===== src/rtl/nbout_packer_pkg.sv =====
// rtl/nbout_packer_pkg.sv - shared widths, precision decode and FSM encoding for the NBout packer
package nbout_packer_pkg;
  localparam int BIT_WIDTH = 16;
  localparam int PTR_BITS  = 5;
  localparam int ACC_W     = 2 * BIT_WIDTH;

  typedef enum logic {
    ST_RUN   = 1'b0,
    ST_DRAIN = 1'b1
  } state_t;

  // i_n == 0 stands for full precision
  function automatic logic [PTR_BITS-1:0] decode_n(input logic [PTR_BITS-2:0] n);
    return (n == '0) ? PTR_BITS'(BIT_WIDTH) : {1'b0, n};
  endfunction
endpackage


===== src/rtl/nbout_packer_if.sv =====
// rtl/nbout_packer_if.sv - value-in / packed-word-out handshake bundle
interface nbout_packer_if;
  import nbout_packer_pkg::*;

  logic                  i_valid;
  logic [BIT_WIDTH-1:0]  i_data;
  logic [PTR_BITS-2:0]   i_n;
  logic                  i_flush;
  logic                  o_ready;
  logic                  o_valid;
  logic [BIT_WIDTH-1:0]  o_data;
  logic                  o_last;
  logic                  i_ready;

  modport master (
    output i_valid, i_data, i_n, i_flush, i_ready,
    input  o_ready, o_valid, o_data, o_last
  );

  modport slave (
    input  i_valid, i_data, i_n, i_flush, i_ready,
    output o_ready, o_valid, o_data, o_last
  );
endinterface


===== src/rtl/nbout_word_reg.sv =====
// rtl/nbout_word_reg.sv - one-entry output word register with valid/ready
module nbout_word_reg
  import nbout_packer_pkg::*;
(
  input  logic                 clk,
  input  logic                 rst,
  input  logic                 load,
  input  logic [BIT_WIDTH-1:0] load_data,
  input  logic                 load_last,
  input  logic                 i_ready,
  output logic                 o_valid,
  output logic [BIT_WIDTH-1:0] o_data,
  output logic                 o_last
);
  logic                 valid_d, valid_q;
  logic [BIT_WIDTH-1:0] data_d, data_q;
  logic                 last_d, last_q;

  always_comb begin
    valid_d = valid_q;
    data_d  = data_q;
    last_d  = last_q;
    if (load) begin
      valid_d = 1'b1;
      data_d  = load_data;
      last_d  = load_last;
    end else if (i_ready) begin
      valid_d = 1'b0;
    end
  end

  always_ff @(posedge clk or posedge rst) begin
    if (rst) begin
      valid_q <= 1'b0;
      data_q  <= '0;
      last_q  <= 1'b0;
    end else begin
      valid_q <= valid_d;
      data_q  <= data_d;
      last_q  <= last_d;
    end
  end

  assign o_valid = valid_q;
  assign o_data  = data_q;
  assign o_last  = last_q;
endmodule


===== src/rtl/nbout_packer.sv =====
// rtl/nbout_packer.sv - packs n-bit values LSB-first into BIT_WIDTH-bit words with group flush
module nbout_packer
  import nbout_packer_pkg::*;
(
  input logic           clk,
  input logic           rst,
  nbout_packer_if.slave bus
);
  state_t               state_d, state_q;
  logic [ACC_W-1:0]     acc_d, acc_q;
  logic [PTR_BITS-1:0]  cnt_d, cnt_q;

  logic [PTR_BITS-1:0]  n_dec;
  logic [ACC_W-1:0]     ins;
  logic [ACC_W-1:0]     acc_ins;
  logic [PTR_BITS-1:0]  cnt_ins;
  logic                 wr_free;
  logic                 ready;
  logic                 load;
  logic [BIT_WIDTH-1:0] load_data;
  logic                 load_last;

  assign n_dec   = decode_n(bus.i_n);
  assign wr_free = !bus.o_valid || bus.i_ready;
  assign ready   = (state_q == ST_RUN) && wr_free;
  assign bus.o_ready = ready;

  always_comb begin
    state_d   = state_q;
    acc_d     = acc_q;
    cnt_d     = cnt_q;
    load      = 1'b0;
    load_data = '0;
    load_last = 1'b0;

    // Relies on acc bits above cnt being zero, so OR is an insert
    ins     = {{BIT_WIDTH{1'b0}}, bus.i_data} & ~({ACC_W{1'b1}} << n_dec);
    ins     = ins << cnt_q;
    acc_ins = acc_q;
    cnt_ins = cnt_q;
    if (bus.i_valid && ready) begin
      acc_ins = acc_q | ins;
      cnt_ins = cnt_q + n_dec;
    end

    case (state_q)
      ST_RUN: begin
        if (ready) begin
          if (cnt_ins >= PTR_BITS'(BIT_WIDTH)) begin
            load      = 1'b1;
            load_data = acc_ins[BIT_WIDTH-1:0];
            acc_d     = acc_ins >> BIT_WIDTH;
            cnt_d     = cnt_ins - PTR_BITS'(BIT_WIDTH);
            if (bus.i_flush) begin
              if (cnt_d != '0) state_d = ST_DRAIN;
              else             load_last = 1'b1;
            end
          end else begin
            acc_d = acc_ins;
            cnt_d = cnt_ins;
            if (bus.i_flush && cnt_ins != '0) begin
              load      = 1'b1;
              load_data = acc_ins[BIT_WIDTH-1:0];
              load_last = 1'b1;
              acc_d     = '0;
              cnt_d     = '0;
            end
          end
        end
      end
      ST_DRAIN: begin
        if (wr_free) begin
          load      = 1'b1;
          load_data = acc_q[BIT_WIDTH-1:0];
          load_last = 1'b1;
          acc_d     = '0;
          cnt_d     = '0;
          state_d   = ST_RUN;
        end
      end
      default: state_d = ST_RUN;
    endcase
  end

  always_ff @(posedge clk or posedge rst) begin
    if (rst) begin
      state_q <= ST_RUN;
      acc_q   <= '0;
      cnt_q   <= '0;
    end else begin
      state_q <= state_d;
      acc_q   <= acc_d;
      cnt_q   <= cnt_d;
    end
  end

  nbout_word_reg u_word_reg (
    .clk       (clk),
    .rst       (rst),
    .load      (load),
    .load_data (load_data),
    .load_last (load_last),
    .i_ready   (bus.i_ready),
    .o_valid   (bus.o_valid),
    .o_data    (bus.o_data),
    .o_last    (bus.o_last)
  );
endmodule


===== src/flat_wrapper.sv =====
// flat-port wrapper written by rule: the top's interface ports become plain ports
module nbout_packer_flat import nbout_packer_pkg::*;
  (clk, rst, bus_i_valid, bus_i_data, bus_i_n, bus_i_flush, bus_i_ready, bus_o_ready, bus_o_valid, bus_o_data, bus_o_last);
  nbout_packer_if bus_i ();
  input logic clk;
  input logic rst;
  input wire logic [$bits(bus_i.i_valid)-1:0] bus_i_valid;
  input wire logic [$bits(bus_i.i_data)-1:0] bus_i_data;
  input wire logic [$bits(bus_i.i_n)-1:0] bus_i_n;
  input wire logic [$bits(bus_i.i_flush)-1:0] bus_i_flush;
  input wire logic [$bits(bus_i.i_ready)-1:0] bus_i_ready;
  output wire logic [$bits(bus_i.o_ready)-1:0] bus_o_ready;
  output wire logic [$bits(bus_i.o_valid)-1:0] bus_o_valid;
  output wire logic [$bits(bus_i.o_data)-1:0] bus_o_data;
  output wire logic [$bits(bus_i.o_last)-1:0] bus_o_last;
  assign bus_i.i_valid = bus_i_valid;
  assign bus_i.i_data = bus_i_data;
  assign bus_i.i_n = bus_i_n;
  assign bus_i.i_flush = bus_i_flush;
  assign bus_i.i_ready = bus_i_ready;
  assign bus_o_ready = bus_i.o_ready;
  assign bus_o_valid = bus_i.o_valid;
  assign bus_o_data = bus_i.o_data;
  assign bus_o_last = bus_i.o_last;
  nbout_packer u_core (.clk(clk), .rst(rst), .bus(bus_i));
endmodule

===== config.mk =====
export PLATFORM = sky130hd
export DESIGN_NAME = nbout_packer_flat
export DESIGN_NICKNAME = d
export VERILOG_FILES = /design/src/rtl/nbout_packer_pkg.sv /design/src/rtl/nbout_packer_if.sv /design/src/rtl/nbout_word_reg.sv /design/src/rtl/nbout_packer.sv /design/src/flat_wrapper.sv
export SDC_FILE = /design/constraint.sdc
export NUM_CORES = 1
export LEC_CHECK = 0
export CORE_ASPECT_RATIO = 1.75
export CORE_MARGIN = 5
export CORE_UTILIZATION = 40
export DETAILED_ROUTE_END_ITERATION = 6
export MAX_ROUTING_LAYER = met4
export SLEW_MARGIN = 25
export SYNTH_ARGS = -nofsm -noshare
export SYNTH_HDL_FRONTEND = slang
export SYNTH_SLANG_ARGS = --single-unit
export TNS_END_PERCENT = 50

===== constraint.sdc =====
create_clock -name clk -period 3.85 [get_ports clk]
set_input_delay 0.9625 -clock clk [delete_from_list [all_inputs] [get_ports clk]]
set_output_delay 0.9625 -clock clk [all_outputs]
set_load 0.005 [all_outputs]

==> summary.txt, run 1 <==
CTS
  • CTS root buffer: clkbuf_16
  • Post-cts repair resize count: 0
  • Max Buffers Root-to-Sink: 2
  • CTS tree: done
  • Max H-tree Level: 2
  • Post-CTS setup buffers: 0
  • CTS buffer count: 5
  • Worst-path clk slew: 0.07 ns
  • Worst-Skew Late Latency: 0.30 ns
  • # clock sinks: 56
  • Hold_buf cts: 0

Logic synthesis
  • Gate Count Post-Synth: 504
  • Sequential-to-total area share from yosys stat: 0.334
  • FFs w/ async S/R, synth: 1.00
  • Number of synthesized flops with an enable pin: 0
  • Top FF cell, synth: dfrtp_1
  • Avg Inst Size Synth: 8.33 sq um
  • Syn_nets: 531
  • Synth unique cells: 81
  • Mapped Area: 0.00420 sq mm
  • FF+latch count, synth: 56
  • YS warnings: 0

Placed design
  • GP Congestion: 0.952
  • Placement Cell Area: 0.00496 sq mm
  • # port buffers: 43
  • Pre-CTS setup slack: -0.0266 ns
  • Cells after DPL: 676
  • Post-DP HPWL: 11.4 mm

GRT
  • GRT Overall Usage: 0.242
  • Grt total ovfl: 0
  • First-pass GRT wire length: 23.4 mm
  • Vias in the first global route: 4332
  • Initial antenna violation count: 0
  • Largest net degree at the start of global routing: 40

Timing
  • Fin. max-slew vios: 0
  • Final setup violation count: 0
  • Final period utilization: 0.939
  • Fin Setup TNS: 0 ns
  • Final worst slack: 0.236 ns
  • Hold Slack: 0.494 ns
  • RSZ-0062 raised after global routing: false
  • Clock skew: 0.00885 ns
  • Fmax: 0.277 GHz
  • Hold Vio Cnt, Final: 0
  • Worst-Margin Slew: 0.761 ns
  • Tmin final: 3.61 ns
  • Relative slew slack: 0.486

Worst setup path
  • Largest delay share family, worst path: compound AO/OA/AOI/OAI gates
  • CP dominant cell by count: o21ai_0
  • Startpoint types: primary input
  • Worst R2R End: u_core.acc_q[9]
  • CP Class: in -> reg
  • Largest stage delay, worst path: 0.69 ns
  • R2R Path Start: u_core.cnt_q[1]
  • CP cell instances: clkdlybuf4s50_1 > buf_12 > nor4_4 > o21ai_0 > o21ai_0 > a32oi_1 > o311ai_0 > a22o_1
  • Peak fanout along the critical path: 19
  • Worst Setup SP: bus_i_n[1]
  • R2r setup slk: 0.90 ns
  • WP data arrival: 3.85 ns
  • Worst Path Required: 4.08 ns
  • Cell count of the worst reg-to-reg path: 11
  • Crit end category: register
  • CP max stage cell: o311ai_0
  • WP buf/inv: 2

Hold path
  • Worst hold path stage count: 2
  • Hold Path Sink: u_core.acc_q[23]
  • Hold Crit Start: u_core.acc_q[23]
  • Hold Crit Class: reg -> reg

Detailed routing
  • Pre-antenna DRT Iters: 4
  • DR iter-0 viols: 282
  • Routed Antenna Nets: 0
  • Vias: 4324
  • DRC Markers: 0
  • Met2 WL post-DR: 7.83 mm
  • Routed wl met3: 706 microns
  • Routed vias/inst: 6.32
  • Met1 wire length: 5.79 mm
  • Highest Signal Layer: met4
  • Final WL: 15.0 mm
  • Drt wl/cell: 21.9 microns

Power
  • Power, Total: 3.57 mW
  • Power Dens Cells: 700 mW/mm^2
  • VDD IR-drop max: 459 uV
  • Leak pwr: 2.03 nW

Finish
  • Fillers: 1010
  • Post-Layout Inst Area: 0.00511 sq mm
  • Most common cell after layout, fill and taps aside: dfrtp_1
  • Layout Utilization: 0.496
  • Count of non-filler cells in the finished layout: 684
  • Commonest cells after routing, fill and taps aside: dfrtp_1 (56), nor2_1 (53), nand2_1 (49)
  • Layout Nets: 583
  • Ant diodes: 0
  • Share of cells above drive strength 1: 0.127
  • Area Overhead vs Synth: 21.6%

Outcome
  • Outcome: completed

Flow run
  • Maximum Capacitance Violations: 0

Die
  • Die Y: 146 microns
  • Die Wd: 87.5 microns
  • Initial Util: 0.408
  • Core Box Area: 0.0103 sq mm
  • Die area: 0.0127 sq mm
  • IO Pins: 44
  • Rows: 49
## sequential cells by signal, indices dropped and copies added (netlist names)
signal and count:
u_core.state_q 1, u_core.u_word_reg.o_last 1, u_core.acc_q 32, u_core.cnt_q 5
u_core.u_word_reg.o_valid 1, u_core.u_word_reg.o_data 16
## worst register-to-register path, stage by stage (launching register included)
cell and delay, ns:
dfrtp_1 0.57, xor2_1 0.25, ha_1 0.20, a21oi_1 0.20, xnor2_1 0.23, mux2i_1 0.35, a211oi_2 0.11, buf_4 0.17
nor3_4 0.27, buf_4 0.24, nor2_1 0.06, o32ai_1 0.21
## how the worst max path moves through the flow
stage          slack (ns)                           end  cells past startpoint
6_report             0.24              u_core.acc_q[24]                      8
5_1_grt              0.09               u_core.acc_q[9]                     12
3_5_place_dp        -0.03  u_core.u_word_reg.o_data[11]                      9
3_3_place_gp        -0.04  u_core.u_word_reg.o_data[11]                      9
4_1_cts              0.26  u_core.u_word_reg.o_data[11]                      9
2_1_floorplan        0.41               u_core.acc_q[1]                     11
## power by group
group | switching [mW] | leakage [nW] | internal [mW]
clock | 0.199 | 0.0712 | 0.260
sequential | 0.162 | 0.732 | 0.789
combinational | 1.25 | 1.23 | 0.913
total | 1.61 | 2.03 | 1.96
## metal layers
metal	global-route usage	vias to the layer above
met5	-	-
met3	0.0255	40
li1	-	2035
met4	0.116	0
met1	0.273	2103
met2	0.414	146
## logic make-up after synthesis
kind of cell,count (synthesis),synth area share
compound gates,201,0.345
fa+ha+maj,4,0.0110
flops,56,0.334
mux,10,0.0298
simple gates,171,0.203
xor+xnor,8,0.0200
buf+inv,54,0.0578
## synth_stat cells (3+ instances only)
cell / n / share of area
nand3_1: 5 / 0.0060
o211ai_1: 5 / 0.0089
xor2_1: 3 / 0.0063
mux2i_1: 8 / 0.019
a22o_1: 10 / 0.021
o32a_1: 5 / 0.012
o21ai_0: 16 / 0.019
clkbuf_1: 20 / 0.018
nor4_1: 3 / 0.0045
nand2_1: 49 / 0.044
dfrtp_1: 56 / 0.33
nor4b_1: 3 / 0.0063
a211o_1: 3 / 0.0063
nand4_1: 3 / 0.0045
o22ai_1: 14 / 0.021
buf_2: 14 / 0.017
and2_1: 6 / 0.0089
o311ai_0: 5 / 0.010
xnor2_1: 4 / 0.0083
nor2b_1: 5 / 0.0074
a221o_1: 5 / 0.012
nor3_1: 17 / 0.020
inv_1: 11 / 0.0098
a221oi_1: 6 / 0.013
a21oi_1: 40 / 0.048
o21a_1: 5 / 0.0089
o22a_1: 3 / 0.0063
o21ai_1: 10 / 0.012
nand2b_1: 5 / 0.0074
o2bb2ai_1: 10 / 0.021
a31oi_1: 15 / 0.022
nor2_1: 53 / 0.047
o32ai_1: 3 / 0.0063
and3_1: 5 / 0.0074
a211oi_1: 14 / 0.025
## cell type report
type                       count  area [sq um]  share of cell area
tap                          127           159              0.0311
clock buffer                   8           146              0.0287
multi-input combinational    394          2560               0.502
timing repair buffer          85           783               0.153
inverter                      14          52.6              0.0103
sequential                    56          1400               0.274
No activity file was read; power rests on OpenSTA's default activity.
==> inputs of run 2 (changes only) <==
- ABC_CLOCK_PERIOD_IN_PS: default -> 3850
- SYNTH_HIERARCHICAL: default -> 1
==> summary.txt, run 2 <==
Timing
  • Fin Setup TNS: 0 ns (unchanged)
  • Tmin final: 3.64 ns (was 3.61 ns)
  • Hold Slack: 0.490 ns (was 0.494 ns)
  • Final worst slack: 0.206 ns (was 0.236 ns)
  • RSZ-0062 raised after global routing: false (unchanged)
  • Clock skew: 0.00548 ns (was 0.00885 ns)
  • Worst-Margin Slew: 0.678 ns (was 0.761 ns)
  • Hold Vio Cnt, Final: 0 (unchanged)
  • Final setup violation count: 0 (unchanged)
  • Final period utilization: 0.946 (was 0.939)
  • Fmax: 0.274 GHz (was 0.277 GHz)
  • Fin. max-slew vios: 0 (unchanged)
  • Relative slew slack: 0.548 (was 0.486)

GRT
  • Largest net degree at the start of global routing: 25 (was 40)
  • Grt total ovfl: 0 (unchanged)
  • Initial antenna violation count: 0 (unchanged)
  • GRT Overall Usage: 0.233 (was 0.242)
  • Vias in the first global route: 4679 (was 4332)
  • First-pass GRT wire length: 25.1 mm (was 23.4 mm)

Worst setup path
  • CP Class: in -> reg (unchanged)
  • WP data arrival: 3.89 ns (was 3.85 ns)
  • Startpoint types: primary input (unchanged)
  • Worst Path Required: 4.10 ns (was 4.08 ns)
  • CP cell instances: clkdlybuf4s50_1 > buf_4 > or4_1 > buf_4 > a21oi_1 > nor2_1 > mux4_2 > mux2i_1 > a31oi_1 > nor2_1 > mux2_2 (was clkdlybuf4s50_1 > buf_12 > nor4_4 > o21ai_0 > o21ai_0 > a32oi_1 > o311ai_0 > a22o_1)
  • CP max stage cell: or4_1 (was o311ai_0)
  • Crit end category: register (unchanged)
  • Largest stage delay, worst path: 0.57 ns (was 0.69 ns)
  • Peak fanout along the critical path: 11 (was 19)

Finish
  • Layout Nets: 645 (was 583)
  • Area Overhead vs Synth: 27.4% (was 21.6%)
  • Area occupied by multi-input gates: 0.00291 sq mm (was 0.00256 sq mm)
  • Ant diodes: 0 (unchanged)
  • Fillers: 1068 (was 1010)
  • Share of cells above drive strength 1: 0.258 (was 0.127)
  • Most common cell after layout, fill and taps aside: buf_4 (was dfrtp_1)
  • Layout Utilization: 0.521 (was 0.496)
  • Largest reg by FF count: u_core/acc_q (was u_core.acc_q)
  • Register area: 0.00140 sq mm (unchanged)
  • Max reg flops: 32 (unchanged)
  • Commonest cells after routing, fill and taps aside: buf_4 (88), dfrtp_1 (56), nor2_1 (49) (was dfrtp_1 (56), nor2_1 (53), nand2_1 (49))

Logic synthesis
  • Gate Count Post-Synth: 519 (was 504)
  • FFs w/ async S/R, synth: 1.00 (unchanged)
  • Sequential-to-total area share from yosys stat: 0.307 (was 0.334)
  • YS warnings: 6 (was 0)
  • Mapped Area: 0.00457 sq mm (was 0.00420 sq mm)
  • Synth unique cells: 87 (was 81)
  • Number of synthesized flops with an enable pin: 0 (unchanged)
  • Main area contributors after synthesis: dfrtp_1 (31%), nor2_1 (4.0%), mux4_2 (3.5%) (was dfrtp_1 (33%), a21oi_1 (4.8%), nor2_1 (4.7%))
  • Most common cell in the netlist: dfrtp_1 (unchanged)
  • Avg Inst Size Synth: 8.80 sq um (was 8.33 sq um)
  • FF+latch count, synth: 56 (unchanged)
  • Commonest cells post-synth: dfrtp_1 (56), nor2_1 (49), nand2_1 (41) (was dfrtp_1 (56), nor2_1 (53), nand2_1 (49))
  • Top FF cell, synth: dfrtp_1 (unchanged)
  • Post-synth top area cell: dfrtp_1 (unchanged)
  • Syn_nets: 548 (was 531)
  • Post-synth top area share: 0.307 (was 0.334)

Detailed routing
  • Routed Antenna Nets: 0 (unchanged)
  • Drt wl/cell: 20.6 microns (was 21.9 microns)
  • Pre-antenna DRT Iters: 5 (was 4)
  • DRC Markers: 0 (unchanged)
  • DR iter-0 viols: 336 (was 282)
  • Final WL: 15.4 mm (was 15.0 mm)
  • Vias: 4640 (was 4324)
  • Routed vias/inst: 6.19 (was 6.32)

Power
  • Power, Total: 3.76 mW (was 3.57 mW)
  • VDD IR-drop max: 403 uV (was 459 uV)
  • Leak pwr: 2.47 nW (was 2.03 nW)
  • Power Dens Cells: 646 mW/mm^2 (was 700 mW/mm^2)

Die
  • IO Pins: 44 (unchanged)
  • Die area: 0.0137 sq mm (was 0.0127 sq mm)
  • Core Box Area: 0.0112 sq mm (was 0.0103 sq mm)
  • Die Wd: 90.8 microns (was 87.5 microns)
  • Die Y: 151 microns (was 146 microns)
  • Initial Util: 0.409 (was 0.408)
  • Rows: 51 (was 49)

CTS
  • Max H-tree Level: 2 (unchanged)
  • Worst-path clk slew: 0.08 ns (was 0.07 ns)
  • # clock sinks: 56 (unchanged)
  • CTS tree: done (unchanged)
  • Hold_buf cts: 0 (unchanged)
  • Max Buffers Root-to-Sink: 2 (unchanged)
  • CTS buffer count: 5 (unchanged)
  • CTS root buffer: clkbuf_16 (unchanged)
  • Worst-Skew Late Latency: 0.30 ns (about the same)

Placed design
  • Pre-CTS setup slack: -0.297 ns (was -0.0266 ns)
  • # port buffers: 43 (unchanged)
  • Post-DP HPWL: 12.5 mm (was 11.4 mm)
  • GP Congestion: 0.983 (was 0.952)

Flow run
  • Maximum Capacitance Violations: 0 (unchanged)

Hold path
  • Hold Crit Class: reg -> reg (unchanged)

Outcome
  • Outcome: completed (unchanged)
==> run 2: cell count changes after synthesis, moves of 6 or more <==
cell and delta:
a21oi_1 -13, mux2_2 +12, mux2_4 +10, a211oi_1 -8, nand2_1 -8, o21ai_0 +8
o21ai_1 -7, o2bb2ai_1 -7, nand3_1 +6, nor3_1 -6
==> run 2: critical path, delay by kind of cell <==
family / cells / cell delay (ns)
compound gates: 2 / 0.33
mux: 3 / 0.91
simple gates: 3 / 0.79
buf+inv: 3 / 0.89
==> run 2: area by class of cell <==
type	count	share of cell area
clock buffers	5	0.0215
clock inverters	3	0.00387
inverters	18	0.0116
multi-input cells	402	0.499
flip-flops and latches	56	0.241
well taps	132	0.0284
repair buffers	133	0.195
==> run 2: what timing repair did <==
action	in CTS	in global routing
endpoints found under the setup margin	1	24
endpoints found under the hold margin	0	0
buffers inserted	0	1
gates resized for setup	0	6
pin swaps	2	4
==> run 2: path summary, 6_finish.rpt <==
path | startpoint | depth (start not counted) | end | slack [ns]
setup / recovery | bus_i_n[1] | 11 | u_core/u_word_reg/o_data[15] | 0.21
hold / removal | u_core/acc_q[28] | 1 | u_core/acc_q[28] | 0.49
setup reg to reg | u_core/cnt_q[0] | 10 | u_core/acc_q[14] | 0.74
hold reg to reg | u_core/acc_q[28] | 1 | u_core/acc_q[28] | 0.49
max in group asynchronous | rst | 3 | u_core/acc_q[28] | 2.03
min in group asynchronous | rst | 2 | u_core/state_q | 1.06
==> run 2: routing by layer <==
metal,global-route usage,share of wire
met3,0.0144,0.037
met5,-,0
met1,0.249,0.37
met4,0.128,0.054
met2,0.428,0.54
==> run 2: cells by family after synthesis <==
family / Yosys count / share of synthesized area
xor gates and xnor gates: 7 / 0.0134
and+or+nand+nor: 169 / 0.194
muxes: 35 / 0.110
adders and majority gates: 6 / 0.0170
DFF: 56 / 0.307
buffers and inverters: 61 / 0.0679
AOI/OAI and AO/OA: 185 / 0.291
==> run 2: stage by stage <==
| step | cell area, sq um | std cells |
|---|---|---|
| final | 5820 | 749 |
| after global routing | 5820 | 749 |
| after floorplan | 4610 | 519 |
| after detailed placement | 5630 | 740 |
| after global placement | 5630 | 740 |
| after CTS | 5780 | 748 |
==> run 2: power by group <==
part	total (mW)	internal, mW	switching [mW]	leakage (nW)
clock	0.470	0.244	0.225	0.0742
sequential	0.892	0.761	0.131	0.765
combinational	2.40	1.11	1.29	1.63
==> inputs of run 3 (changes only) <==
- TNS_END_PERCENT: 50 -> 30
==> results of run 3 <==
No change in the layout: final DEF, timing and power equal those of run 2.
